[src/rtl/instruction_fetch.sv]
// Fetch stage: owns the PC, fetches one instruction per request/grant/response
// handshake and hands it to the control logic until that logic accepts it.
//
// state | meaning
// BOOT  | first cycle out of reset, no request yet
// REQ   | request driven at PC, waiting for grant
// WAIT  | granted, waiting for read data
// HOLD  | instruction valid, waiting for accept
// FAULT | misaligned next PC seen, halted until reset
module instruction_fetch #(
  parameter int unsigned     PC_W     = 32,
  parameter int unsigned     INSTR_W  = 32,
  parameter logic [PC_W-1:0] RESET_PC = '0,
  parameter int unsigned     CNT_W    = 32
) (
  input  logic               clk_i,
  input  logic               reset_i,
  output logic               imemReq_o,
  output logic [PC_W-1:0]    imemAddr_o,
  input  logic               imemGnt_i,
  input  logic               imemRvalid_i,
  input  logic [INSTR_W-1:0] imemRdata_i,
  output logic [INSTR_W-1:0] instruction_o,
  output logic [PC_W-1:0]    programCounter_o,
  output logic               instrValid_o,
  input  logic               instrAccept_i,
  input  logic [PC_W-1:0]    nextProgramCounter_i,
  output logic               fault_o,
  output logic [CNT_W-1:0]   retiredCount_o
);

  typedef enum logic [2:0] {BOOT, REQ, WAIT, HOLD, FAULT} state_t;

  state_t             state_q, state_d;
  logic [PC_W-1:0]    pc_q, pc_d;
  logic [INSTR_W-1:0] instr_q, instr_d;
  logic               valid_q, valid_d;
  logic               req_q, req_d;
  logic               fault_q, fault_d;
  logic [CNT_W-1:0]   count_q, count_d;

  always_comb begin
    state_d = state_q;
    pc_d    = pc_q;
    instr_d = instr_q;
    valid_d = valid_q;
    req_d   = req_q;
    fault_d = fault_q;
    count_d = count_q;
    unique case (state_q)
      BOOT: begin
        state_d = REQ;
        req_d   = 1'b1;
      end
      REQ: begin
        // rvalid without a grant cannot belong to this request, so it is ignored
        if (imemGnt_i) begin
          req_d = 1'b0;
          if (imemRvalid_i) begin
            instr_d = imemRdata_i;
            valid_d = 1'b1;
            state_d = HOLD;
          end else begin
            state_d = WAIT;
          end
        end
      end
      WAIT: begin
        if (imemRvalid_i) begin
          instr_d = imemRdata_i;
          valid_d = 1'b1;
          state_d = HOLD;
        end
      end
      HOLD: begin
        if (instrAccept_i) begin
          count_d = count_q + CNT_W'(1);
          valid_d = 1'b0;
          if (nextProgramCounter_i[1:0] == 2'b00) begin
            pc_d    = nextProgramCounter_i;
            req_d   = 1'b1;
            state_d = REQ;
          end else begin
            fault_d = 1'b1;
            state_d = FAULT;
          end
        end
      end
      FAULT: begin
        req_d   = 1'b0;
        valid_d = 1'b0;
        fault_d = 1'b1;
      end
      default: begin
        state_d = FAULT;
        req_d   = 1'b0;
        valid_d = 1'b0;
        fault_d = 1'b1;
      end
    endcase
  end

  always_ff @(posedge clk_i or posedge reset_i) begin
    if (reset_i) begin
      state_q <= BOOT;
      pc_q    <= RESET_PC;
      instr_q <= '0;
      valid_q <= 1'b0;
      req_q   <= 1'b0;
      fault_q <= 1'b0;
      count_q <= '0;
    end else begin
      state_q <= state_d;
      pc_q    <= pc_d;
      instr_q <= instr_d;
      valid_q <= valid_d;
      req_q   <= req_d;
      fault_q <= fault_d;
      count_q <= count_d;
    end
  end

  assign imemReq_o        = req_q;
  assign imemAddr_o       = pc_q;
  assign programCounter_o = pc_q;
  assign instruction_o    = instr_q;
  assign instrValid_o     = valid_q;
  assign fault_o          = fault_q;
  assign retiredCount_o   = count_q;

endmodule

[config.mk]
export PLATFORM = sky130hd
export DESIGN_NAME = instruction_fetch
export DESIGN_NICKNAME = d
export VERILOG_FILES = /design/src/rtl/instruction_fetch.sv
export SDC_FILE = /design/constraint.sdc
export NUM_CORES = 1
export LEC_CHECK = 0
export BUFFER_PORTS_ARGS = -buffer_cell sky130_fd_sc_hd__buf_2
export CORE_UTILIZATION = 47
export CTS_CLUSTER_SIZE = 28
export DETAILED_ROUTE_END_ITERATION = 7
export HOLD_SLACK_MARGIN = 0.12
export PLACE_DENSITY = 0.8
export SLEW_MARGIN = 20
export SYNTH_ARGS = -nofsm -noshare
export SYNTH_HDL_FRONTEND = slang
export SYNTH_SLANG_ARGS = --single-unit
[constraint.sdc]
create_clock -name clk_i -period 3.8 [get_ports clk_i]
set_input_delay 0.76 -clock clk_i [delete_from_list [all_inputs] [get_ports clk_i]]
set_output_delay 0.76 -clock clk_i [all_outputs]
set_load 0.01 [all_outputs]
## Yosys cells after proc, flatten, opt, wreduce, memory -nomap -nowiden

Index checks and enable logic that the tools add are counted.

- Logic and storage cells: 52
- Register bits: 102
- Input port bits: 69
- Output and inout bits: 131

- Equal/unequal tests: 9
- Add/sub/neg operators: 1
- Reduce and logical (&&, ||, !) cells: 11
- Multiplexer cells: 20
- Bitwise logic cells: 4

Operators by type and width:

| cell | number |
|---|---|
| 32-bit two-way mux | 2 |
| 32-bit case mux with 2 select lines | 1 |
| 32-bit by 1-bit adder with 32-bit output, second input constant | 1 |
| 3-bit case mux with 5 select lines | 1 |
| 3-bit two-way mux | 4 |
| 2-bit != test, second input constant | 5 |
| 1-bit two-way mux | 9 |
| 3-bit AND reduction | 3 |
| 1-bit case mux with 4 select lines | 2 |
| 4-bit AND reduction | 2 |
| 3-bit by 2-bit == test with 1-bit output, second input constant | 2 |
| 1-bit inverter | 4 |
| 2-bit AND reduction | 2 |
| 3-bit by 1-bit == test with 1-bit output, second input constant | 1 |
| 3-bit == test, second input constant | 1 |
| 3-bit logical NOT | 1 |
| 3-bit OR reduction | 1 |
| 2-bit logical NOT | 1 |
| 1-bit case mux with 2 select lines | 1 |
| 2-bit nonzero test | 1 |

## Longest topological paths before layout

- Depth in word-level cells: 4
- Gate-level depth with buffers: 6
- Mapped depth without buffers: 5

## Least setup slack after synthesis

Ideal clock, no wire load.

- Path type: input-to-reg
- Start point: input imemGnt_i
- End point: register instr_q[0] (netlist: instruction_o[0])
- Stages on the path: 4
- Data required time: 3,675 ps
- Library setup time: 125 ps
- Setup slack: 1,954 ps
- Buffers on the path: 1
- Arrival: 1,721 ps
- Cells stage by stage: nand3b_1 -> a21oi_1 -> buf_2 -> mux2_2

- Longest elaborated chain between the ends: 2

RTL lines:

| what | line | RTL |
|---|---|---|
| start, declared | 20 | `input logic imemGnt_i,` |
| 2-bit != test (no source line) | n/a |  |
| 2-bit AND reduction (no source line) | n/a |  |
| end signal, assigned | 115 | `instr_q <= instr_d;` |
| end, declared | 36 | `logic [INSTR_W-1:0] instr_q, instr_d;` |

No other way between the ends.
A chain may end at the register's enable or synchronous reset.

## Final worst setup path

- Start point: register state_q[1]
- End point: register instr_q[7] (netlist: instruction_o[7])

- Longest elaborated chain between the ends: 3
- Elaborated cells on any way between the ends: 6
- Those cells by class: 3 x eq/ne; 1 x mux; 2 x reduce/logical

RTL lines:

| what | line | RTL |
|---|---|---|
| start, declared | 34 | `state_t state_q, state_d;` |
| start signal, assigned | 113 | `state_q <= state_d;` |
| 3-bit by 1-bit == test with 1-bit output or 3-bit by 2-bit == test with 1-bit output (tied branches) | 50 | `unique case (state_q)` |
| 2-bit != test (no source line) or 2-bit nonzero test (tied branches) | n/a |  |
| 2-bit AND reduction (no source line) | n/a |  |

Parallel ways exist; a longest one is shown, timed or not.

==> out/results.ini <==
[clock_network]
cts_setup_buffers=0
cts-root-buf=clkbuf_8
cts_tree=yes
clock-sinks=102
ctsHoldBuffers=0
clkTransAtPathRegs_ns=0.10
insertion_delay_ns=0.35
numCtsBuffers=9
clock_path_buffers=2
postCtsResizedCells=0
htreeDepth=3

[yosys]
synth-seq-cells=102
synth_area_per_cell_um2=13.0
synth_cell_types=34
yosys_warnings=0
ys_seq_area_share_pct=57.9
synthesis.nets=408
syn_inst=338
netlist_area_um2=4410

[final_layout]
drive_gt1_share_pct=55.0
n_antenna_cell=0
final_common_cell=buf_2
fin_nets=580
area_delta_synth_final_pct=24.6
fin_util_pct=61.8
layout_common_cells=buf_2 (199), dfrtp_1 (102), mux2_2 (59), xnor2_1 (22), nand2_1 (16)

[floorplanning]
die_y_um=98.9
initial_utilization_pct=49.6
fp.dieArea_um2=9770
core_um2=8890
num_rows=34
die_x_um=98.9
io_pins=200

[run_status]
status=completed

[global_routing]
grt_pass1_vias=3147
track_usage_pct=20.0
grt_pass1_wl_mm=15.4
grt_overflow=0
grt_max_degree=65
antenna_found_initial=0

[worst_setup_path]
required_ns=4.03
critPathMaxFanout=32
ff2ff_setup_slack_ns=1.55
arrival_ns=2.48
critPathKind=register to register
r2r-end=instruction_o[7]
end_kind=register
critPathLaunch=state_q[1]
crit_path_start_kind=register
endpoint=instruction_o[7]
ff2ff_path_depth=3
r2r-start=state_q[1]

[sta]
slew_violations=0
post-route-period-util_pct=59.2
setup_viol=0
relSlewSlack_pct=29.6
setup_ws_ns=1.55
timing.fmax_mhz=445
worst_slew_pin_slew_ns=1.05
rsz0062_at_grt=no
finalSetupTns_ns=0
finalCriticalPeriod_ns=2.25
hold_slack_ns=0.475
hold_viol=0
worst_clock_skew_ns=0.0157

[routing]
wire_per_inst_um=15.7
dr.pass1.iters=4
viasPerCell=5.10
drt-initial-drc-count=65
ant_nets=0
routed_wl_mm=9.76
vias=3179
drc_errors=0

[placement]
dpl_worst_slack_ns=1.33
hpwl_mm=7.44
finalWeightedCongestion=0.758
io_buffer_count=199

[run]
drv_cap=0

[power]
peakVddDrop_v=0.000228
power_density_nw_per_um2=628
power.leakage_nw=2.97

[min_path]
min_path_type=register to register

per-layer routing:
metal | global-route usage, % | wire, um | vias to the layer above
li1 | - | - | 1488
met2 | 35.4 | 5140 | 125
met3 | 6.31 | 751 | 8
met1 | 23.7 | 3790 | 1558
met5 | 0 | 0 | -
met4 | 4.82 | 76 | 0
state kept, by name, indices dropped and copies added, names as in the netlist:
signal	cells
state_q	3
instrValid_o	1
instruction_o	32
fault_o	1
retiredCount_o	32
imemReq_o	1
imemAddr_o	32
synth_stat cells (all sizes together):
| cell | count | area share (%) |
|---|---|---|
| nor3 | 2 | 0.23 |
| nand2 | 16 | 1.4 |
| dfrtp | 102 | 58 |
| or3 | 1 | 0.26 |
| xnor2 | 22 | 4.4 |
| and4 | 4 | 0.79 |
| buf | 42 | 6.6 |
| nand4b | 2 | 0.74 |
| nor4bb | 1 | 0.23 |
| a311oi | 2 | 0.40 |
| inv | 4 | 0.34 |
| mux2 | 62 | 16 |
| nor2 | 12 | 1.0 |
| or4 | 1 | 0.26 |
| nor4 | 7 | 0.99 |
| o21bai | 1 | 0.17 |
| and3 | 6 | 0.85 |
| ha | 1 | 0.28 |
| a21oi | 3 | 0.34 |
| and2b | 1 | 0.17 |
| and2 | 3 | 0.43 |
| xor2 | 9 | 1.8 |
| nand4 | 10 | 1.4 |
| or2 | 1 | 0.14 |
| o21ai | 2 | 0.23 |
| nand2b | 3 | 0.43 |
| a211oi | 1 | 0.17 |
| nand3b | 1 | 0.17 |
| nand3 | 16 | 2.1 |
where the power goes:
part	internal, mW	leakage (nW)	switching [mW]	total, mW
combinational	0.579	1.55	0.565	1.14
clock	0.327	0.101	0.350	0.677
sequential	1.40	1.32	0.226	1.63
total	2.31	2.97	1.14	3.45
cell families after synthesis:
group           share of synthesized area (%)
flops                                    57.9
compound gates                           1.31
fa+ha+maj                               0.284
buf+inv                                  6.95
xor+xnor                                 6.16
mux                                      15.8
simple gates                             11.6
worst min-delay path by stage:
stage | cells after the start | startpoint | to
floorplan | 1 | retiredCount_o[31] | retiredCount_o[31]
global route | 1 | fault_o | fault_o
detailed placement | 1 | fault_o | fault_o
CTS | 1 | fault_o | fault_o
finish | 1 | fault_o | fault_o
global placement | 1 | fault_o | fault_o
worst max-delay path, stage by stage (launching register included):
cell and delay (ns):
dfrtp_1 0.51, nand3b_1 0.31, a21oi_4 0.88, mux2_2 0.42
area by class of cell:
class	count	area, um^2
sequential	102	2550
inverter	4	17.5
multi-input combinational	190	1560
clock inverter	4	56.3
clock buffer	12	145
timing repair buffer	203	1030
fill	713	3400
tap	108	135
per-stage QoR:
step	cells	instance area [um^2]	total power, mW
after floorplan	338	4410	2.39
after global placement	607	5290	2.76
after detailed placement	607	5290	2.82
after CTS	623	5490	3.49
after global routing	623	5490	3.65
final	623	5490	3.45
(Power assumes the default switching activity.)
